`src/rtl/clock_field_editor.sv`:
```
// rtl/clock_field_editor.sv - run/edit controller: field select, wrap-limited value editing, commit pulse
// Optional idle auto-abort in EDIT is built when EDIT_TIMEOUT_EN is defined.
module clock_field_editor #(
    parameter int                          NUM_FIELDS  = 4,
    parameter int                          VAL_W       = 6,
    parameter logic [NUM_FIELDS*VAL_W-1:0] FIELD_MAX   = {6'd59, 6'd23, 6'd59, 6'd23},
    parameter int                          TIMEOUT_CYC = 2400
) (
    input  logic                          clk_out,
    input  logic                          rst,
    input  logic                          btn_c,
    input  logic                          btn_u,
    input  logic                          btn_d,
    input  logic                          btn_l,
    input  logic                          btn_r,
    input  logic [NUM_FIELDS*VAL_W-1:0]   cur_vals,
    output logic [NUM_FIELDS*VAL_W-1:0]   edit_vals,
    output logic                          commit,
    output logic                          enable_clk,
    output logic                          run_led,
    output logic [NUM_FIELDS-1:0]         field_led
);

    localparam int SEL_W = (NUM_FIELDS > 1) ? $clog2(NUM_FIELDS) : 1;
    localparam logic [SEL_W-1:0] SEL_LAST = SEL_W'(NUM_FIELDS - 1);

    generate
        if (NUM_FIELDS < 2) begin : g_bad_num_fields
            $error("clock_field_editor: NUM_FIELDS must be at least 2");
        end
    endgenerate

    typedef enum logic {
        ST_RUN  = 1'b0,
        ST_EDIT = 1'b1
    } state_t;

    state_t             state;
    logic [SEL_W-1:0]   sel;
    logic [VAL_W-1:0]   vals [NUM_FIELDS];
    logic               valid_press;
    logic [VAL_W-1:0]   sel_val;
    logic [VAL_W-1:0]   sel_max;

    function automatic logic [VAL_W-1:0] field_max(input int idx);
        return FIELD_MAX[idx*VAL_W +: VAL_W];
    endfunction

    // Anything other than a single button in a cycle is treated as noise.
    assign valid_press = $onehot({btn_c, btn_u, btn_d, btn_l, btn_r});

    always_comb begin
        sel_val = vals[sel];
        sel_max = FIELD_MAX[int'(sel)*VAL_W +: VAL_W];
    end

`ifdef EDIT_TIMEOUT_EN
    localparam int TO_W = $clog2(TIMEOUT_CYC + 1);
    localparam logic [TO_W-1:0] TO_LAST = TO_W'(TIMEOUT_CYC - 1);
    logic [TO_W-1:0] idle_cnt;
`endif

    always_ff @(posedge clk_out or posedge rst) begin
        if (rst) begin
            state  <= ST_RUN;
            sel    <= '0;
            commit <= 1'b0;
            for (int i = 0; i < NUM_FIELDS; i++) begin
                vals[i] <= '0;
            end
`ifdef EDIT_TIMEOUT_EN
            idle_cnt <= '0;
`endif
        end else begin
            commit <= 1'b0;
            case (state)
                ST_RUN: begin
`ifdef EDIT_TIMEOUT_EN
                    idle_cnt <= '0;
`endif
                    if (valid_press && btn_c) begin
                        state <= ST_EDIT;
                        sel   <= '0;
                        // Snapshot clamped so editing never starts above a field's limit.
                        for (int i = 0; i < NUM_FIELDS; i++) begin
                            if (cur_vals[i*VAL_W +: VAL_W] > field_max(i)) begin
                                vals[i] <= field_max(i);
                            end else begin
                                vals[i] <= cur_vals[i*VAL_W +: VAL_W];
                            end
                        end
                    end
                end
                ST_EDIT: begin
                    if (valid_press) begin
`ifdef EDIT_TIMEOUT_EN
                        idle_cnt <= '0;
`endif
                        if (btn_c) begin
                            state  <= ST_RUN;
                            commit <= 1'b1;
                        end else if (btn_r) begin
                            sel <= (sel == SEL_LAST) ? '0 : sel + 1'b1;
                        end else if (btn_l) begin
                            sel <= (sel == '0) ? SEL_LAST : sel - 1'b1;
                        end else if (btn_u) begin
                            vals[sel] <= (sel_val >= sel_max) ? '0 : sel_val + 1'b1;
                        end else begin
                            vals[sel] <= (sel_val == '0) ? sel_max : sel_val - 1'b1;
                        end
                    end
`ifdef EDIT_TIMEOUT_EN
                    else if (idle_cnt == TO_LAST) begin
                        state    <= ST_RUN;
                        idle_cnt <= '0;
                    end else begin
                        idle_cnt <= idle_cnt + 1'b1;
                    end
`endif
                end
                default: state <= ST_RUN;
            endcase
        end
    end

    genvar g;
    generate
        for (g = 0; g < NUM_FIELDS; g++) begin : g_pack
            assign edit_vals[g*VAL_W +: VAL_W] = vals[g];
        end
    endgenerate

    assign enable_clk = (state == ST_RUN);
    assign run_led    = (state == ST_RUN);
    assign field_led  = (state == ST_EDIT) ? (NUM_FIELDS'(1) << sel) : '0;

endmodule

```
`config.mk`:
```
export PLATFORM = sky130hd
export DESIGN_NAME = clock_field_editor
export DESIGN_NICKNAME = d
export VERILOG_FILES = /design/src/rtl/clock_field_editor.sv
export SDC_FILE = /design/constraint.sdc
export NUM_CORES = 1
export LEC_CHECK = 0
export CORE_ASPECT_RATIO = 0.6
export CORE_UTILIZATION = 52
export DETAILED_ROUTE_END_ITERATION = 8
export HOLD_SLACK_MARGIN = 0.03
export PLACE_DENSITY = 0.86
export SYNTH_ARGS = -nofsm -noshare
export SYNTH_HDL_FRONTEND = slang
export SYNTH_SLANG_ARGS = --single-unit
```
`constraint.sdc`:
```
create_clock -name clk_out -period 8.1 [get_ports clk_out]
set_input_delay 1.215 -clock clk_out [delete_from_list [all_inputs] [get_ports clk_out]]
set_output_delay 1.215 -clock clk_out [all_outputs]
set_load 0.02 [all_outputs]
```
== After elaboration in Yosys (flattened, before gate mapping) ==
Index checks and enable logic that the tools add are counted.
Word-level totals
  flip-flop bits (word level): 28
  output and inout port bits: 31
Operators by class
  add/sub/neg operators: 8
  multiply operators: 1
  order comparisons: 7
  eq/ne operators: 8
  shift operators: 2
  multiplexer cells: 36
  bitwise logic cells: 2
  reductions and logical operators: 6
Operators with widths (number)
  $mux 24: 6
  $mux 6: 9
  $bwmux 24: 2
  $pmux 24 s2: 1
  $shiftx 24x6->6 const A: 1
  $mux 2: 7
  $bmux 6 s2: 1
  $demux 6 s2: 1
  $gt 6x5->1 const B: 2
  $gt 6x6->1 const B: 2
  $add 6x1->6 const B: 1
  $ge 6x6->1: 1
  $logic_not 6->1: 1
  $mux 1: 6
  $ne 2x2->1 const B: 3
  $sub 6x1->6 const B: 1
  $reduce_and 5->1: 1
  $add 1x1->2: 2
  $mul 2x2->4 const B: 1
  $mux 4: 1
  $ne 2x1->1 const B: 2
  $pmux 2 s2: 1
  $reduce_and 4->1: 1
  $shl 1x2->4 const A: 1
  other kinds (14): 15

== Longest topological paths before layout ==
Gate-level depths: netlist (run 1).
  depth after elaboration: 13
  mapped depth: 10
  depth with buffers taken out: 10

== Worst setup path before layout (run 1) ==
No wires, ideal clock.
  path type: input to register
  start point: input btn_u
  end point: register vals (netlist bit edit_vals[15])
  library setup time: 130 ps
  data arrival time: 3892 ps
  path slack: 4078 ps
  stages on the path: 10
  path buffers: 0
  path through: clkinv_1 > fa_1 > fa_1 > inv_1 > ha_1 > or3_1 > nor3_1 > a21oi_1 > a31oi_1 > a31oi_1
Between the ends
  cells in the longest elaborated chain, start to end: 7
  elaborated cells on any way between the ends: 14
  classes of those cells: add/sub: 3; eq/ne: 3; mux: 6; reduce/logical: 2
RTL lines
  start: declaration: line 12  | input logic btn_u,
  $add 1x1->2 (not written as such): line 50  | assign valid_press = $onehot({btn_c, btn_u, btn_d, btn_l, btn_r});
  $add 2x2->3 (not written as such): line 50
  $add 3x1->3 (not written as such): line 50
  $eq 3x1->1: line 50
  $logic_and 1x1->1: line 81  | if (valid_press && btn_c) begin
  $ne 2x1->1 (no source line)
  $reduce_and 5->1 (no source line)
  end signal: indexed assignment: line 87  | vals[i] <= field_max(i);
  end signal: indexed assignment: line 89  | vals[i] <= cur_vals[i*VAL_W +: VAL_W];
  end signal: indexed assignment: line 107  | vals[sel] <= (sel_val >= sel_max) ? '0 : sel_val + 1'b1;
  end: declaration: line 40  | logic [VAL_W-1:0] vals [NUM_FIELDS];
Parallel ways exist; a longest one is shown, timed or not. The select of a mux whose other input is x is not followed.
A chain may end at the register's enable or synchronous reset.

== Final worst setup path (run 1) ==
  start point: input btn_u
  end point: register vals (netlist bit edit_vals[12])
The elaborated chain is that of the path after synthesis.

==> reports/metrics.cfg, run 1 <==
[cells_and_area]
multi_input_comb_area_um2=1300
final-instance-count-excl-fill=346
layout.core_utilization_pct=74.4
sequential_cell_area_um2=701
filler_cell_count_in_the_final_layout=268
finish.instance_area_um2=2830
synthToLayoutAreaGrowth_pct=32.0
num-nets-final=344
drive_above_1_share_pct=5.35
num_antenna_cells=0

[floorplan]
floorplan.die.height_um=51.7
boundaryPins=62
floorplan.rows=17
coreArea_um2=3810
initial_core_util_pct=56.3
design.die.area_um2=4390
horizontal_extent_of_the_die_um=84.9

[placed_design]
gp_routability_congestion=0.969
placed_area_um2=2760
quantity_of_i_o_buffers_inserted_on_ports=61
place_inst=342
dp_hpwl_mm=5.42

[routing]
detailedRoute.firstPassIterationCount=7
detail_route.iter0.violations=312
drc=3
route.vias.total=2293
routedWlPerCell_um=19.8
number_of_nets_with_antenna_violations_after_routing=0
totalWireLength_mm=6.84
via_per_inst=6.63

[critical_path]
worst_setup_path_start_kind=input pin
worst-endpoint-arrival_ns=5.06
flop_to_flop_setup_slack_ns=4.56
end_kind=register
data_required_time_at_the_worst_endpoint_ns=8.26
timing.rr.end=edit_vals[16]
worst-r2r-cell-count=6
worstReg2RegStart=sel[1]
worst_path_max_fanout=9
critPathKind=input pin to register

[yosys]
synthFlopType=sky130_fd_sc_hd__dfrtp_1
post_synth_main_area_contributors=sky130_fd_sc_hd__dfrtp_1, sky130_fd_sc_hd__ha_1, sky130_fd_sc_hd__a21oi_1
synth_commonest_cells=sky130_fd_sc_hd__dfrtp_1, sky130_fd_sc_hd__a21oi_1, sky130_fd_sc_hd__inv_1
ys_async_sr_fraction_pct=100
avgSynthCellArea_um2=8.83
synth_top_cell_area_share_pct=32.7
number_of_enable_type_register_cells_in_the_synthesized_netlist=0
synth_area_leader_cell=sky130_fd_sc_hd__dfrtp_1
syn-num-nets=287
most_repeated_cell_in_the_gate_level_netlist_after_synthesis=sky130_fd_sc_hd__dfrtp_1
yosys.cell_types.count=50
synth-seq-cells=28
syn-instance-count=243
synthesis.yosys.warnings=0
netlist_area_um2=2140
synth_seq_area_share_pct=32.7

[clock_network]
tritoncts=yes
cts-htree-levels=1
clkSlewWorstSetupHoldPaths_ns=0.09
tritoncts.num_buffers=3
number_of_sinks_driven_by_the_clock_tree=28
clock_latency_reported_for_the_late_side_of_the_worst_skew_pair_ns=0.29
cts_buffer_depth=2
cts_root_buffer=sky130_fd_sc_hd__clkbuf_8
post_cts.repair.setup_buffers=0
post_cts_resized=0
cts_hold_repair.buffers=0

[min_path]
min-delay-start=edit_vals[17]
min_path_cells=2
hold_path_class=register to register
worstHoldEndpoint=edit_vals[17]

[power_and_ir_drop]
pwr_density_cell_nw_per_um2=442
p_leak_nw=1.18
ir_drop_worst_vdd_mv=0.296

[timing]
worst_slew_pin_slew_ns=1.09
maxSlewHeadroom_pct=27.2
maxSlewViolCount=0
finalWorstPathRequiredPeriod_ns=4.90
rsz0062_at_grt=no
total_negative_slack_ns=0
skew_ns=0.00785
hold_ws_ns=0.527
setup_violations=0
max_clock_freq_mhz=204
timing.final.crit_share_pct=60.5
timing.final.hold_violations=0

[global_routing]
first_pass_grt_wire_length_mm=10.9
grt_max_degree=29
number_of_global_route_vias_before_repair=2014
gr-total-overflow=0
grt.total_usage_pct=33.4
antenna_found_initial=0

[flow_run]
cap_violations=0

[outcome]
outcome=complete, but fails checks
violations=design-rule violations

## sequential cells by signal, indices dropped and copies added, names as in the netlist
register	cells
edit_vals	24
sel	2
commit	1
state	1
## area by class of cell
cell class              instances  share of cell area (%)
multi-input cells             181                    45.8
flip-flops and latches         28                    24.7
repair buffers                 61                    21.6
inverters                      25                    3.31
well taps                      47                    2.08
clock buffers                   3                    1.46
clock inverters                 1                    1.06
## metal layers
metal	global-route usage [%]	up-vias	wire (um)
met1	51.0	1070	3030
met5	0	-	0
met4	3.95	0	53
met2	49.5	200	2750
li1	-	1013	-
met3	7.46	10	1000
## worst max-delay path by stage
stage               depth (start not counted)             to  slack [ns]   from
floorplan                                  10  edit_vals[15]        4.08  btn_u
global placement                           11  edit_vals[15]        2.99  btn_u
detailed placement                         11  edit_vals[12]        2.99  btn_u
CTS                                        11  edit_vals[12]        3.28  btn_u
global route                               11  edit_vals[15]        3.00  btn_u
finish                                     11  edit_vals[12]        3.20  btn_u
## cells by family after synthesis
kind of cell,after synthesis,share of synthesized area [%]
fa+ha+maj,13,8.28
buf+inv,34,6.88
mux,12,8.87
compound gates,87,26.1
flops,28,32.7
xor+xnor,5,2.04
simple gates,64,15.1
## power by group
| part | internal, mW | total [mW] | switching (mW) |
|---|---|---|---|
| sequential | 0.201 | 0.282 | 0.0810 |
| combinational | 0.363 | 0.857 | 0.494 |
| clock | 0.0663 | 0.113 | 0.0471 |
| total | 0.631 | 1.25 | 0.622 |
## placed cells by master, fill, tap and decap left out, types with 4 or more instances in the layout
cell type                         instances
sky130_fd_sc_hd__dfrtp_1                 28
sky130_fd_sc_hd__o22ai_1                 13
sky130_fd_sc_hd__nand3_1                  7
sky130_fd_sc_hd__nand2_1                 15
sky130_fd_sc_hd__a31o_2                   4
sky130_fd_sc_hd__clkdlybuf4s50_1         61
sky130_fd_sc_hd__mux2i_1                  7
sky130_fd_sc_hd__a21oi_1                 24
sky130_fd_sc_hd__xnor2_1                  5
sky130_fd_sc_hd__inv_1                   24
sky130_fd_sc_hd__and2_1                   6
sky130_fd_sc_hd__a31oi_1                  8
sky130_fd_sc_hd__ha_1                    11
sky130_fd_sc_hd__o21ai_0                 12
sky130_fd_sc_hd__nor2_1                  15
sky130_fd_sc_hd__nor3_1                   6
## metrics by stage
| step | total power [mW] | worst slack [ns] |
|---|---|---|
| after global placement | 1.10 | 2.99 |
| final | 1.25 | 3.20 |
| after detailed placement | 1.11 | 2.99 |
| after floorplan | 0.832 | 4.08 |
| after global routing | 1.33 | 3.00 |
| after CTS | 1.23 | 3.28 |
## critical path, cell delays in order
cell                              delay, ns
sky130_fd_sc_hd__clkdlybuf4s50_1       0.52
sky130_fd_sc_hd__clkinv_1              0.29
sky130_fd_sc_hd__fa_1                  0.56
sky130_fd_sc_hd__fa_1                  0.37
sky130_fd_sc_hd__inv_1                 0.07
sky130_fd_sc_hd__ha_1                  0.23
sky130_fd_sc_hd__or3_1                 0.44
sky130_fd_sc_hd__nor3_1                0.67
sky130_fd_sc_hd__a21oi_1               0.36
sky130_fd_sc_hd__mux2i_1               0.23
sky130_fd_sc_hd__o21ai_0               0.10
Power figures use the tool's default switching activity.
==> inputs of run 2 (changes only) <==
--- a/config.mk
+++ b/config.mk
@@ -6,10 +6,10 @@
 export NUM_CORES = 1
 export LEC_CHECK = 0
 export CORE_ASPECT_RATIO = 0.6
-export CORE_UTILIZATION = 52
+export CORE_UTILIZATION = 48
 export DETAILED_ROUTE_END_ITERATION = 8
 export HOLD_SLACK_MARGIN = 0.03
-export PLACE_DENSITY = 0.86
+export PLACE_DENSITY = 0.81
 export SYNTH_ARGS = -nofsm -noshare
 export SYNTH_HDL_FRONTEND = slang
 export SYNTH_SLANG_ARGS = --single-unit
==> constraint.sdc (replaced) <==
create_clock -name clk_out -period 5.15 [get_ports clk_out]
set_input_delay 0.7725 -clock clk_out [delete_from_list [all_inputs] [get_ports clk_out]]
set_output_delay 0.7725 -clock clk_out [all_outputs]
set_load 0.02 [all_outputs]
==> run 2 against run 1 <==
  * Global-route usage is 2.0 points lower
  * Worst setup slack worse by 2.3 ns
  * Power increased by 58%
  * Sequential power rose by 54%
  * Sequential cell count unchanged
  * Worst hold slack better by 0.022 ns
  * Via count down 2.0%
  * Utilization fell by 5.7 points
  * Non-clock buffer count increased by 4
  * Clock power is 59% higher
  * The run now ends clean
  * Largest power group unchanged
  * Critical path depth unchanged
==> reports/metrics.cfg, run 2 (synthesis gave the netlist of run 1 again) <==
[placed_design]
quantity_of_i_o_buffers_inserted_on_ports=61  ; unchanged
gp_routability_congestion=0.908  ; -6.4%
dp_slack_ns=0.652  ; -2.34 ns
dp_hpwl_mm=5.32  ; -1.9%

[critical_path]
max_stage_delay_ns=0.54  ; -0.13 ns
critPathBufInv=3  ; unchanged
end_kind=register
critPathKind=input pin to register
cells_traversed_along_the_worst_timing_path=clkdlybuf4s50_1 > clkinv_1 > fa_1 > fa_1 > inv_1 > ha_1 > or3_1 > nor3_1 > a21oi_1 > a21oi_1 > o21ai_0
timing.critical_path.slowest_stage_cell=sky130_fd_sc_hd__fa_1
worst_path_max_fanout=9  ; unchanged
worst-endpoint-arrival_ns=4.43  ; -0.63 ns
data_required_time_at_the_worst_endpoint_ns=5.32  ; -2.94 ns
worst_setup_path_start_kind=input pin
critPathTopFamily=adder cells
flop_to_flop_setup_slack_ns=1.71  ; -2.85 ns

[timing]
timing.final.crit_share_pct=82.7
rsz0062_at_grt=no
finalWorstPathRequiredPeriod_ns=4.26
skew_ns=0.00367  ; -0.00419 ns
total_negative_slack_ns=0  ; unchanged
max_clock_freq_mhz=235
setup_slack_ns=0.890  ; -2.31 ns
maxSlewHeadroom_pct=26.1  ; -1.1 points
setup_violations=0  ; unchanged
worst_slew_pin_slew_ns=1.11  ; +0.0216 ns
timing.final.hold_violations=0  ; unchanged
maxSlewViolCount=0  ; unchanged

[cells_and_area]
filler_cell_count_in_the_final_layout=355  ; +32%
layout.core_utilization_pct=68.7  ; -5.7 points
drive_above_1_share_pct=6.60  ; +1.2 points
layout.cells.most_common_list=sky130_fd_sc_hd__clkdlybuf4s50_1, sky130_fd_sc_hd__dfrtp_1, sky130_fd_sc_hd__inv_1, sky130_fd_sc_hd__a21oi_1
sequential_cell_area_um2=701  ; unchanged
num-nets-final=348  ; +1.2%
num_antenna_cells=0  ; unchanged
multi_input_comb_area_um2=1300  ; unchanged
largest_register_ffs=24  ; unchanged
synthToLayoutAreaGrowth_pct=34.2
final_common_cell=sky130_fd_sc_hd__clkdlybuf4s50_1

[floorplan]
design.die.area_um2=4750  ; +8.1%
floorplan.die.height_um=53.8  ; +3.9%
coreArea_um2=4190  ; +10%
initial_core_util_pct=51.2  ; -5.1 points
horizontal_extent_of_the_die_um=88.3  ; +4.0%
floorplan.rows=18  ; +1
boundaryPins=62  ; unchanged

[clock_network]
cts-htree-levels=1  ; unchanged
post_cts_resized=0  ; unchanged
number_of_sinks_driven_by_the_clock_tree=28  ; unchanged
tritoncts.num_buffers=3  ; unchanged
cts_hold_repair.buffers=0  ; unchanged
post_cts.repair.setup_buffers=0  ; unchanged
clock_latency_reported_for_the_late_side_of_the_worst_skew_pair_ns=0.28  ; about the same
clkSlewWorstSetupHoldPaths_ns=0.10  ; about the same
tritoncts=yes
cts_buffer_depth=2  ; unchanged
cts_root_buffer=sky130_fd_sc_hd__clkbuf_8

[global_routing]
groute.layer.met3.usage_pct=6.29  ; -1.2 points
antenna_found_initial=0  ; unchanged
globalRouteMet1Util_pct=48.2  ; -2.8 points
gr-usage-met2_pct=45.6  ; -3.8 points
grt_busiest_layer=met1
gr-total-overflow=0  ; unchanged
number_of_global_route_vias_before_repair=2036  ; +1.1%
first_pass_grt_wire_length_mm=10.8  ; -0.70%
grt.total_usage_pct=31.4  ; -2.0 points
grt_max_degree=29  ; unchanged

[power_and_ir_drop]
ir_drop_worst_vdd_mv=0.340  ; +15%
pwr_density_cell_nw_per_um2=687  ; +55%
p_leak_nw=1.20  ; +1.8%

[min_path]
hold_path_class=register to register

[routing]
via_per_inst=6.19  ; -6.6%
detail_route.iter0.violations=214  ; -31%
drc=0  ; -3
number_of_nets_with_antenna_violations_after_routing=0  ; unchanged
routedWlPerCell_um=19.2  ; -2.8%
route.vias.total=2246  ; -2.0%
totalWireLength_mm=6.97  ; +2.0%
detailedRoute.firstPassIterationCount=5  ; -2

[outcome]
outcome=complete, no violations

[flow_run]
cap_violations=0  ; unchanged

==> run 2: changes by cell type in the layout (fill, tap and decap cells not counted), sizes merged <==
cell	delta
buf	+4
==> run 2: cell type report <==
| type | instances | share of cell area, % |
|---|---|---|
| multi-input cells | 181 | 45.0 |
| flip-flops and latches | 28 | 24.3 |
| repair buffers | 65 | 22.3 |
| inverters | 25 | 3.26 |
| well taps | 60 | 2.61 |
| clock buffers | 3 | 1.43 |
| clock inverters | 1 | 1.04 |
==> run 2: worst register-to-register path: cells and delay by family, from the launching register on <==
| family | cells | cell delay [ns] |
|---|---|---|
| fa+ha+maj | 1 | 0.32 |
| flops | 1 | 0.75 |
| compound gates | 4 | 1.57 |
| mux | 1 | 0.71 |
==> run 2: per-stage QoR <==
stage          hold WS, ns  std cells  area, um^2  power [mW]
3_3_place_gp         0.512        359        2810        1.74
6_report             0.550        363        2880        1.98
5_1_grt              0.570        363        2880        2.09
2_1_floorplan        0.607        243        2140        1.31
4_1_cts              0.544        363        2880        1.94
3_5_place_dp         0.512        359        2810        1.76
==> run 2: report_power, final <==
part / total [mW] / internal, mW / switching, mW
Combinational: 1.37 / 0.578 / 0.787
Sequential: 0.433 / 0.317 / 0.116
Clock: 0.180 / 0.104 / 0.0754
==> run 2: layer usage <==
metal | vias up | routed length, um
li1 | 1015 | -
met1 | 1054 | 3140
met2 | 165 | 2940
met3 | 12 | 815
met4 | 0 | 81
met5 | - | 0
==> run 2: final timing paths <==
kind,from,endpoint,cells past startpoint
worst max register to register,sel[0],edit_vals[4],6
min in group asynchronous,rst,commit,2
max in group asynchronous,rst,edit_vals[20],2
worst max-delay path,btn_u,edit_vals[14],11
worst min-delay path,edit_vals[16],edit_vals[16],2
worst min register to register,edit_vals[16],edit_vals[16],2
==> inputs of run 3 (changes only) <==
==> constraint.sdc (replaced) <==
create_clock -name clk_out -period 4.3 [get_ports clk_out]
set_input_delay 0.645 -clock clk_out [delete_from_list [all_inputs] [get_ports clk_out]]
set_output_delay 0.645 -clock clk_out [all_outputs]
set_load 0.02 [all_outputs]
==> run 3 against run 2 <==
  * Non-clock buffer count rose by 3
  * Wire length decreased by 1.4%
  * Global-route usage is 0.56 points higher
  * Clock-buffer cell count is the same
  * Critical path depth unchanged
  * Register-to-register slack worse by 0.89 ns
  * Cell area rose by 0.78%
  * Sequential share of layout area is 0.19 points lower
  * Critical path type unchanged
  * Highest routed layer unchanged
==> reports/metrics.cfg, run 3 (synthesis gave the netlist of run 1 again) <==
[cells_and_area]
layout.cells.most_common_list=sky130_fd_sc_hd__clkdlybuf4s50_1, sky130_fd_sc_hd__dfrtp_1, sky130_fd_sc_hd__inv_1, sky130_fd_sc_hd__a21oi_1
num-nets-final=351  ; +0.86%
drive_above_1_share_pct=7.52  ; +0.92 points
multi_input_comb_area_um2=1300  ; unchanged
num_antenna_cells=0  ; unchanged
finish.instance_area_um2=2900  ; +0.78%
final_common_cell=sky130_fd_sc_hd__clkdlybuf4s50_1
largest_register_ffs=24  ; unchanged
sequential_cell_area_um2=701  ; unchanged
filler_cell_count_in_the_final_layout=329  ; -7.3%
synthToLayoutAreaGrowth_pct=35.2
final-instance-count-excl-fill=366  ; +0.83%

[critical_path]
timing.critical_path.slowest_stage_cell=sky130_fd_sc_hd__clkdlybuf4s50_1
worst_path_max_fanout=7  ; -2
critPathTopFamily=adder cells
timing.rr.end=edit_vals[16]
critPathKind=input pin to register
max_stage_delay_ns=0.54  ; about the same
flop_to_flop_setup_slack_ns=0.82  ; -0.89 ns
worst-r2r-cell-count=6  ; unchanged
cells_traversed_along_the_worst_timing_path=clkdlybuf4s50_1 > inv_1 > fa_1 > fa_1 > inv_1 > ha_1 > or3_1 > nor3_1 > a21oi_1 > a31oi_1 > a31oi_1
worst-endpoint-arrival_ns=3.78  ; -0.65 ns
critPathBufInv=3  ; unchanged
worst_setup_path_start_kind=input pin
end_kind=register
data_required_time_at_the_worst_endpoint_ns=4.47  ; -0.85 ns
worstReg2RegStart=sel[0]

[clock_network]
clock_latency_reported_for_the_late_side_of_the_worst_skew_pair_ns=0.29  ; about the same
number_of_sinks_driven_by_the_clock_tree=28  ; unchanged
cts-htree-levels=1  ; unchanged
cts_root_buffer=sky130_fd_sc_hd__clkbuf_8
clkSlewWorstSetupHoldPaths_ns=0.11  ; about the same
tritoncts=yes
post_cts.repair.setup_buffers=0  ; unchanged
tritoncts.num_buffers=3  ; unchanged
cts_hold_repair.buffers=0  ; unchanged
cts_buffer_depth=2  ; unchanged
post_cts_resized=0  ; unchanged

[floorplan]
floorplan.die.height_um=53.8  ; unchanged
design.die.area_um2=4750  ; unchanged
horizontal_extent_of_the_die_um=88.3  ; unchanged
boundaryPins=62  ; unchanged
coreArea_um2=4190  ; unchanged
floorplan.rows=18  ; unchanged
initial_core_util_pct=51.2  ; unchanged

[routing]
detail_route.iter0.violations=169  ; -21%
number_of_nets_with_antenna_violations_after_routing=0  ; unchanged
route.vias.total=2267  ; +0.93%
via_per_inst=6.19  ; +0.11%
drc=0  ; unchanged
detailedRoute.firstPassIterationCount=4  ; -1
routedWlPerCell_um=18.8  ; -2.2%
totalWireLength_mm=6.88  ; -1.4%

[power_and_ir_drop]
p_leak_nw=1.22  ; +1.3%
flop_pwr_share_pct=22.0  ; about the same
swShare_pct=49.3  ; -0.13 points
total_power_mw=2.37  ; +20%
p_sw_mw=1.17  ; +20%
combinationalPowerShare_pct=68.9  ; about the same
p_int_mw=1.20  ; +20%
pwr_density_cell_nw_per_um2=818  ; +19%
ir_drop_worst_vdd_mv=0.539  ; +58%
p_clk_share_pct=9.1  ; about the same

[timing]
rsz0062_at_grt=no
worst_slew_pin_slew_ns=1.10  ; -0.0118 ns
setup_slack_ns=0.693  ; -0.196 ns
timing.final.crit_share_pct=83.9
timing.final.hold_violations=0  ; unchanged
maxSlewHeadroom_pct=26.9  ; +0.79 points
finalWorstPathRequiredPeriod_ns=3.61
skew_ns=0.00597  ; +0.00230 ns
setup_violations=0  ; unchanged
max_clock_freq_mhz=277
total_negative_slack_ns=0  ; unchanged
maxSlewViolCount=0  ; unchanged

[global_routing]
first_pass_grt_wire_length_mm=10.9  ; +0.96%
gr-total-overflow=0  ; unchanged
grt_max_degree=29  ; unchanged
number_of_global_route_vias_before_repair=2038  ; +0.098%
antenna_found_initial=0  ; unchanged
grt.total_usage_pct=31.9  ; +0.56 points

[flow_run]
cap_violations=0  ; unchanged

[placed_design]
quantity_of_i_o_buffers_inserted_on_ports=61  ; unchanged
gp_routability_congestion=0.990  ; +9.1%
dp_hpwl_mm=5.38  ; +1.2%
dp_slack_ns=0.419  ; -0.233 ns
place_inst=362  ; +0.84%
placed_area_um2=2830  ; +0.80%

[min_path]
worstHoldEndpoint=edit_vals[16]
hold_path_class=register to register
min-delay-start=edit_vals[16]
min_path_cells=2  ; unchanged

[outcome]
outcome=complete, no violations

-- run 3: routing by layer --
metal	vias up	part of all wire [%]	GRT usage, %
met5	-	0	0
met4	0	0.97	7.53
met3	8	12	8.90
met2	161	42	45.0
met1	1070	45	48.2
li1	1028	-	-
-- run 3: tightest hold or removal path, delay by kind of cell (launching register included) --
kind	cells	cell delay (ns)
flip-flops	1	0.39
AND/OR/NAND/NOR	1	0.06
AO/OA/AOI/OAI	1	0.07
-- run 3: per-stage QoR --
| step | util [%] | hold slack (ns) |
|---|---|---|
| after CTS | 69.2 | 0.538 |
| after floorplan | - | 0.607 |
| after global routing | 69.2 | 0.577 |
| after global placement | 67.5 | 0.509 |
| after detailed placement | 67.5 | 0.511 |
| final | 69.2 | 0.552 |
-- run 3: how the worst max path moves through the flow --
stage	depth (start not counted)	end	slack, ns	startpoint
floorplan	10	edit_vals[15]	0.85	btn_u
global placement	11	edit_vals[15]	0.52	btn_u
detailed placement	11	edit_vals[15]	0.42	btn_c
CTS	11	edit_vals[15]	0.73	btn_c
global route	12	edit_vals[11]	0.56	btn_c
finish	11	edit_vals[15]	0.69	btn_c
-- run 3: cell type report --
type | instances | area share (%)
Tap cell | 60 | 2.59
Inverter | 25 | 3.24
Clock buffer | 3 | 1.42
Timing Repair Buffer | 68 | 22.9
Multi-Input combinational cell | 181 | 44.7
Sequential cell | 28 | 24.2
Clock inverter | 1 | 1.04
-- run 3: power groups by stage --
stage / registers [mW] / clock network, mW / logic (mW)
after floorplan: 0.586 / 0 / 0.982
after global placement: 0.521 / 0 / 1.56
after detailed placement: 0.520 / 0 / 1.60
after CTS: 0.516 / 0.215 / 1.61
after global routing: 0.536 / 0.226 / 1.77
final: 0.522 / 0.216 / 1.63
